File: src/rtl/tempsense_pkg.sv
// Shared definitions for the temperature-sense SAR responder.
// FSM state encoding, synchroniser depth and parameter limits.
package tempsense_pkg;

   typedef enum logic [1:0] {
      S_IDLE    = 2'd0,
      S_SAMPLE  = 2'd1,
      S_BIT     = 2'd2,
      S_DONE_ST = 2'd3
   } ts_state_e;

   localparam int TS_MIN_SETTLE  = 3;
   localparam int TS_SYNC_STAGES = 2;
   localparam int TS_MIN_BITS    = 2;
   localparam int TS_MAX_BITS    = 16;

   function automatic int ts_max(input int a, input int b);
      return (a > b) ? a : b;
   endfunction

endpackage

File: src/rtl/tempsense_sync2.sv
// Two-flop synchroniser for the asynchronous comparator output.
// Ports: HF_CLK, NRST_sync (async active-low, clears to 0), d (async in), q (synced out).
module tempsense_sync2
   import tempsense_pkg::*;
(
   input  logic HF_CLK,
   input  logic NRST_sync,
   input  logic d,
   output logic q
);

   logic [TS_SYNC_STAGES-1:0] sr_q;

   always_ff @(posedge HF_CLK or negedge NRST_sync) begin
      if (!NRST_sync) begin
         sr_q <= '0;
      end else begin
         sr_q <= {sr_q[TS_SYNC_STAGES-2:0], d};
      end
   end

   assign q = sr_q[TS_SYNC_STAGES-1];

endmodule

File: src/rtl/tempsense_sar_responder.sv
// SAR conversion responder for the temperature-sense run/DONE handshake.
// Ports: HF_CLK, NRST_sync, temp_run, COMP in; SAMPLE, DAC_CODE, DONE, RESULT, RESULT_VALID out.
module tempsense_sar_responder
   import tempsense_pkg::*;
#(
   parameter int N_BITS        = 10,
   parameter int SAMPLE_CYCLES = 4,
   parameter int SETTLE_CYCLES = 4
)
(
   input  logic              HF_CLK,
   input  logic              NRST_sync,
   input  logic              temp_run,
   input  logic              COMP,
   output logic              SAMPLE,
   output logic [N_BITS-1:0] DAC_CODE,
   output logic              DONE,
   output logic [N_BITS-1:0] RESULT,
   output logic              RESULT_VALID
);

   localparam int CW = $clog2(ts_max(SAMPLE_CYCLES, SETTLE_CYCLES) + 1);
   localparam int IW = $clog2(N_BITS);

   localparam logic [CW-1:0]     SAMP_LAST = CW'(SAMPLE_CYCLES - 1);
   localparam logic [CW-1:0]     SETL_LAST = CW'(SETTLE_CYCLES - 1);
   localparam logic [IW-1:0]     IDX_TOP   = IW'(N_BITS - 1);
   localparam logic [N_BITS-1:0] CODE_MSB  = {1'b1, {(N_BITS-1){1'b0}}};

   generate
      if (SETTLE_CYCLES < TS_MIN_SETTLE) begin : g_bad_settle
         $error("SETTLE_CYCLES must be >= 3");
      end
      if (SAMPLE_CYCLES < 1) begin : g_bad_sample
         $error("SAMPLE_CYCLES must be >= 1");
      end
      if (N_BITS < TS_MIN_BITS || N_BITS > TS_MAX_BITS) begin : g_bad_bits
         $error("N_BITS must be in 2..16");
      end
   endgenerate

   ts_state_e         state_q;
   logic [CW-1:0]     cnt_q;
   logic [IW-1:0]     idx_q;
   logic              comp_s;
   logic [N_BITS-1:0] trial_code;

   tempsense_sync2 u_comp_sync (
      .HF_CLK    (HF_CLK),
      .NRST_sync (NRST_sync),
      .d         (COMP),
      .q         (comp_s)
   );

   // Decide the current bit and pre-set the next lower one.
   always_comb begin
      trial_code = DAC_CODE;
      if (!comp_s) begin
         trial_code[idx_q] = 1'b0;
      end
      if (idx_q != '0) begin
         trial_code[idx_q - 1'b1] = 1'b1;
      end
   end

   always_ff @(posedge HF_CLK or negedge NRST_sync) begin
      if (!NRST_sync) begin
         state_q      <= S_IDLE;
         cnt_q        <= '0;
         idx_q        <= IDX_TOP;
         SAMPLE       <= 1'b0;
         DAC_CODE     <= '0;
         DONE         <= 1'b0;
         RESULT       <= '0;
         RESULT_VALID <= 1'b0;
      end else begin
         RESULT_VALID <= 1'b0;
         unique case (state_q)
            S_IDLE: begin
               SAMPLE   <= 1'b0;
               DONE     <= 1'b0;
               DAC_CODE <= '0;
               cnt_q    <= '0;
               idx_q    <= IDX_TOP;
               if (temp_run) begin
                  state_q <= S_SAMPLE;
                  SAMPLE  <= 1'b1;
               end
            end
            S_SAMPLE: begin
               if (!temp_run) begin
                  state_q  <= S_IDLE;
                  SAMPLE   <= 1'b0;
                  DAC_CODE <= '0;
                  cnt_q    <= '0;
               end else if (cnt_q == SAMP_LAST) begin
                  state_q  <= S_BIT;
                  SAMPLE   <= 1'b0;
                  DAC_CODE <= CODE_MSB;
                  idx_q    <= IDX_TOP;
                  cnt_q    <= '0;
               end else begin
                  cnt_q <= cnt_q + 1'b1;
               end
            end
            S_BIT: begin
               if (!temp_run) begin
                  state_q  <= S_IDLE;
                  DAC_CODE <= '0;
                  cnt_q    <= '0;
                  idx_q    <= IDX_TOP;
               end else if (cnt_q == SETL_LAST) begin
                  DAC_CODE <= trial_code;
                  cnt_q    <= '0;
                  if (idx_q == '0) begin
                     state_q      <= S_DONE_ST;
                     RESULT       <= trial_code;
                     RESULT_VALID <= 1'b1;
                  end else begin
                     idx_q <= idx_q - 1'b1;
                  end
               end else begin
                  cnt_q <= cnt_q + 1'b1;
               end
            end
            S_DONE_ST: begin
               // DONE is a level held until the controller drops run.
               if (!temp_run) begin
                  state_q  <= S_IDLE;
                  DONE     <= 1'b0;
                  DAC_CODE <= '0;
                  idx_q    <= IDX_TOP;
               end else begin
                  DONE <= 1'b1;
               end
            end
         endcase
      end
   end

endmodule

File: config.mk
export PLATFORM = sky130hd
export DESIGN_NAME = tempsense_sar_responder
export DESIGN_NICKNAME = d
export VERILOG_FILES = /design/src/rtl/tempsense_pkg.sv /design/src/rtl/tempsense_sync2.sv /design/src/rtl/tempsense_sar_responder.sv
export SDC_FILE = /design/constraint.sdc
export NUM_CORES = 1
export LEC_CHECK = 0
export CORE_MARGIN = 2
export CORE_UTILIZATION = 35
export CTS_BUF_LIST = sky130_fd_sc_hd__clkbuf_4 sky130_fd_sc_hd__clkbuf_8 sky130_fd_sc_hd__clkbuf_16
export DETAILED_ROUTE_END_ITERATION = 10
export SLEW_MARGIN = 20
export SYNTH_ARGS = -nofsm -noshare
export SYNTH_HDL_FRONTEND = slang
export SYNTH_SLANG_ARGS = --single-unit
File: constraint.sdc
create_clock -name HF_CLK -period 2.6 [get_ports HF_CLK]
set_clock_uncertainty 0.2 [all_clocks]
set_input_delay 0.65 -clock HF_CLK [delete_from_list [all_inputs] [get_ports HF_CLK]]
set_output_delay 0.65 -clock HF_CLK [all_outputs]
set_load 0.01 [all_outputs]
* Word-level counts from Yosys, hierarchy flattened
Index checks and enable logic that the tools add are counted.
** Storage, ports and cells
- Bits in registers :: 34
- Input port bits :: 4
- Output and inout port bits :: 23
- Word-level logic and storage cells :: 83
** Operators by class
- Add/sub/neg operators :: 2
- Magnitude comparators :: 4
- Equality and inequality tests :: 12
- Multiplexer cells :: 39
- Bitwise operators :: 3
- Reductions and logical operators :: 14
** Operators by type and width (count)
- 10-bit two-way mux :: 7
- 10-bit one-hot mux with 4 select lines :: 1
- 4-bit two-way mux :: 6
- 4-bit one-hot mux with 4 select lines :: 1
- 2-bit two-way mux :: 7
- 3-bit != test, second input constant :: 4
- 10-bit bitwise AND :: 1
- 4-bit by 5-bit less-than comparator with 1-bit output, second input constant :: 2
- 10-bit NOT :: 1
- 10-bit OR :: 1
- 5-bit AND reduction :: 2
- 1-bit two-way mux :: 9
- 1-bit demux with 4-bit select :: 2
- 4-bit by 1-bit greater-or-equal comparator with 1-bit output, second input constant :: 2
- 2-bit != test, second input constant :: 4
- 2-bit one-hot mux with 4 select lines :: 1
- 3-bit two-way mux :: 2
- 3-bit one-hot mux with 2 select lines :: 1
- 2-bit nonzero test :: 3
- 2-bit equality test, second input constant :: 2
- 4-bit logical NOT :: 1
- 1-bit one-hot mux with 2 select lines :: 2
- 4-bit AND reduction :: 1
- 4-bit nonzero test :: 1
- other kinds (9) :: 10

* Longest topological paths before layout
- Word-level depth :: 12
- Mapped depth :: 8
- Mapped depth without buffers :: 6

* Modules after synthesis
Synthesis repeated with hierarchy kept, for this count alone.
** Second synthesis, totals
- Cell total of the unflattened synthesis :: 197
- Area, all modules :: 1885.6 µm²
** Modules (own cells, without submodules)
- tempsense_sar_responder :: instances 1, cells each 195, area an instance 1835.5 µm², seq. area each 803.3 µm²
- tempsense_sync2 :: instances 1, cells each 2, area an instance 50.0 µm², seq. area each 50.0 µm²

* Worst setup path before layout
No wires, ideal clock.
- Path kind :: reg-to-reg
- From :: register idx_q[0]
- To :: register DAC_CODE[9]
- Library setup time :: 0.104 ns
- Data arrival time :: 1.858 ns
- Data required time :: 2.296 ns
- Path slack :: 0.439 ns
- Stages on the path, launching flop included :: 8
- Path buffers :: 1
- Period minus slack after synthesis :: 2.161 ns
- Cell sequence :: dfstp_2 > inv_1 > ha_1 > buf_6 > or4_4 > nand2b_2 > a31oi_1 > o41ai_2
** On the way
- Cells in the longest elaborated chain, start to end :: 12
- Elaborated cells between the ends (all ways) :: 20
- Classes of those cells :: 1 x add/sub; 4 x order compare; 9 x mux; 3 x bitwise; 3 x reduce/logical
** RTL lines
- start, declared :: RTL line tempsense_sar_responder.sv:44 : logic [IW-1:0] idx_q;
- start signal, assigned :: RTL line tempsense_sar_responder.sv:120 : idx_q <= idx_q - 1'b1;
- parallel branches: the longest is 8 deep, another holds 4-bit by 5-bit less-than comparator with 1-bit output
- 10-bit two-way mux (*) :: RTL line tempsense_sar_responder.sv:61 : if (idx_q != '0) begin
- 10-bit two-way mux (*) :: RTL line tempsense_sar_responder.sv:112 : end else if (cnt_q == SETL_LAST) begin
- 10-bit two-way mux (*) :: RTL line tempsense_sar_responder.sv:107 : if (!temp_run) begin
- 10-bit one-hot mux with 4 select lines (*) :: RTL line tempsense_sar_responder.sv:78 : unique case (state_q)
- end signal, assigned :: RTL line tempsense_sar_responder.sv:113 : DAC_CODE <= trial_code;
- end, declared :: RTL line tempsense_sar_responder.sv:16 : output logic [N_BITS-1:0] DAC_CODE,
Mark *: on every way between the ends. The select of a mux whose other input is x is not followed.
A chain may end at the register's enable or synchronous reset.

* Worst setup path after layout
Ends and elaborated chain as after synthesis.

==> summary.txt <==
post-CTS resize count - 0
Slowest-stage cell, CP - dfstp_2
Initial Util - 36.5%
IR drop worst, VDD - 393 µV
Synth Flop Type - dfrtp_1
Core ar. - 5140 µm²
synth warn - 0
die area - 5960 µm²
final net count - 238
element type at the critical path start - flop
Synth area leaders - dfrtp_1 (43%), ha_1 (6.7%), nand2_1 (6.4%), a22o_1 (5.6%), dfstp_2 (2.8%)
WL final - 4130 µm
Max-cap violations - 0
final hold violations - 0
DRC Markers - 0
syn nets - 208
worst skew pair latency - 0.29 ns
Detail Placement HPWL - 2930 µm
vias in the first global route - 1469
Hold EP - u_comp_sync.sr_q[1]$_DFF_PN0_
via count - 1511
Synth top area share - 42.7%
Tmin final - 2.31 ns
vias per cell - 5.12
Buffers on Ports - 26
adder-cell share of the synthesized area - 6.68%
die height - 77.2 µm
initial DRC count - 79
worst hold path startpoint - u_comp_sync.sr_q[0]$_DFF_PN0_
Total Routing Usage GR - 15.3%
Worst Tran Pin Value - 0.492 ns
worst hold path class - flop to flop
crit path cell chain - inv_1 > ha_1 > or4_4 > nand2b_2 > a31oi_1 > o41ai_2
CTS Buffer Depth - 2
Num Clock Sinks - 34
static leakage - 0.983 nW
FMAX - 433 MHz
DR pass1 iterations - 4
Post-Synthesis Cells - 194
Post-synth top cells - dfrtp_1 (32), nand2_1 (32), a22o_1 (12)
Post-DRT Antenna Nets - 0
initial antenna violation count - 0
RSZ-0062 raised after global routing - no
final slew viol count - 0
Die Width - 77.2 µm
combinational family with the most area after synthesis - compound AO/OA/AOI/OAI gates
largest net degree at the start of global routing - 35
R2R cell count - 6
Final setup viols - 0
Synth Area in Compound Gates - 21.2%
first-pass GRT wire length - 7150 µm
diodes inserted - 0
GRT Residual Overflow - 0
XOR/XNOR Fraction of Synth Area - 0.467%
worst stage delay on the critical path - 0.60 ns
fill count - 546
H-Tree Depth - 2
synthesized area - 1870 µm²
Setup Buffers After CTS - 0
WHS Path Cells - 0
Hold-fix buffers, CTS - 0
mux contribution to synthesized area - 1.07%
Synth cell types - 49
crit-path max FO - 10
P per Cell Area - 640 nW/µm²
ratio of cells with drive above 1 in the final layout - 11.1%
wire per inst - 14.0 µm
Area Overhead vs Synth - 23.6%
WS Path Type - flop to flop
Worst EP arrival - 2.30 ns
post-route design area - 2320 µm²
post-synth top area cell - dfrtp_1
placed inst area - 2220 µm²
post-synthesis sequential area ratio - 45.5%
clock slew at reported path FFs - 0.08 ns
FFs w/ async S/R, synth - 100%
Root Buffer - clkbuf_8
setup slack, reg-to-reg - 0.29 ns
routability cong. - 0.800
Simple-Gate Fraction of Synth Area - 20.5%
crit end category - flop
setup tns final - 0 ns
reg2reg end - DAC_CODE[9]$_DFFE_PN0P_
FF+latch count, synth - 34
EDFF count, synth - 0
Worst EP required - 2.59 ns
Mean Syn Cell Area - 9.66 µm²
row count - 26
# IOs - 27
final core utilization - 45.1%
CTS tree - done
reg2reg start - idx_q[0]$_DFFE_PN1P_
outcome - finished clean
ratio of final minimum period to clock period - 88.8%
cts bufs inserted - 5
Slew headroom - 67.2%
## how the worst max path moves through the flow
stage / depth (start not counted) / start / slack [ns] / endpoint
after CTS: 6 / idx_q[0]$_DFFE_PN1P_ / 0.30 / DAC_CODE[9]$_DFFE_PN0P_
after detailed placement: 5 / temp_run / 0.06 / DAC_CODE[2]$_DFFE_PN0P_
after global routing: 6 / state_q[1]$_DFFE_PN0P_ / 0.19 / DAC_CODE[9]$_DFFE_PN0P_
after floorplan: 7 / idx_q[0]$_DFFE_PN1P_ / 0.44 / DAC_CODE[9]$_DFFE_PN0P_
final: 6 / idx_q[0]$_DFFE_PN1P_ / 0.29 / DAC_CODE[9]$_DFFE_PN0P_
after global placement: 5 / temp_run / 0.12 / DAC_CODE[1]$_DFFE_PN0P_
## state kept, by name, summed over array words and instances (netlist names)
name	count
idx_q	4
u_comp_sync.sr_q	2
RESULT	10
SAMPLE	1
cnt_q	3
state_q	2
DONE	1
RESULT_VALID	1
DAC_CODE	10
## area by class of cell
type | count | area, µm² | area share [%]
clock buffer | 6 | 82.6 | 3.56
clock inverter | 2 | 12.5 | 0.540
inverter | 9 | 33.8 | 1.46
sequential | 34 | 853 | 36.8
timing repair buffer | 33 | 313 | 13.5
tap | 70 | 87.6 | 3.78
multi-input combinational | 141 | 935 | 40.3
## critical path: cells and delay by family (launching register included)
kind | cells | cell delay [ns]
AO/OA/AOI/OAI | 2 | 0.38
adder cells (fa/ha/maj) | 1 | 0.32
buffers and inverters | 1 | 0.08
flip-flops | 1 | 0.60
AND/OR/NAND/NOR | 2 | 0.63
## per-layer routing
layer  up-vias  track usage, %  routed length [µm]
li1        755               -                   -
met1       722            19.4                1950
met2        29            24.8                1970
met3         5            4.00                 151
met4         0            5.89                  65
met5         -               0                   0
## layout by cell type, fill, tap and decap left out, drive strengths merged, types with 2 or more instances in the layout
| cell type | Yosys | final |
|---|---|---|
| buf | 6 | 7 |
| o21a | 2 | 2 |
| dfrtp | 32 | 32 |
| a31oi | 3 | 3 |
| nand2b | 4 | 4 |
| o21ai | 15 | 15 |
| dfstp | 2 | 2 |
| nor2 | 7 | 7 |
| mux2i | 2 | 2 |
| nand3 | 3 | 3 |
| o31ai | 4 | 4 |
| a21oi | 6 | 6 |
| clkbuf | 4 | 6 |
| a21boi | 3 | 3 |
| o2bb2ai | 2 | 2 |
| clkdlybuf4s50 | 0 | 26 |
| nor2b | 3 | 3 |
| a22o | 12 | 12 |
| o22ai | 3 | 3 |
| or3b | 2 | 2 |
| inv | 9 | 9 |
| nor3b | 2 | 2 |
| and3 | 2 | 2 |
| ha | 10 | 10 |
| nand2 | 32 | 32 |
| nor3 | 7 | 7 |
| nand3b | 2 | 2 |
| nand4 | 2 | 2 |
## power by group
group          switching, mW  internal (mW)  total (mW)
clock network          0.200          0.213       0.413
logic                  0.271          0.195       0.466
registers             0.0396          0.565       0.604
## cell families after synthesis
group | count (synthesis)
AO/OA/AOI/OAI | 56
flip-flops | 34
buffers and inverters | 19
XOR/XNOR | 1
AND/OR/NAND/NOR | 72
multiplexers | 2
adder cells (fa/ha/maj) | 10
## through the flow
step	instances	total power, mW	setup slack (ns)	hold WS [ns]
3_3_place_gp	287	1.08	0.124	0.133
2_1_floorplan	194	0.944	0.439	0.131
4_1_cts	295	1.50	0.298	0.149
5_1_grt	295	1.60	0.194	0.155
3_5_place_dp	287	1.08	0.0631	0.139
6_report	295	1.48	0.292	0.144
(Power assumes the default switching activity.)
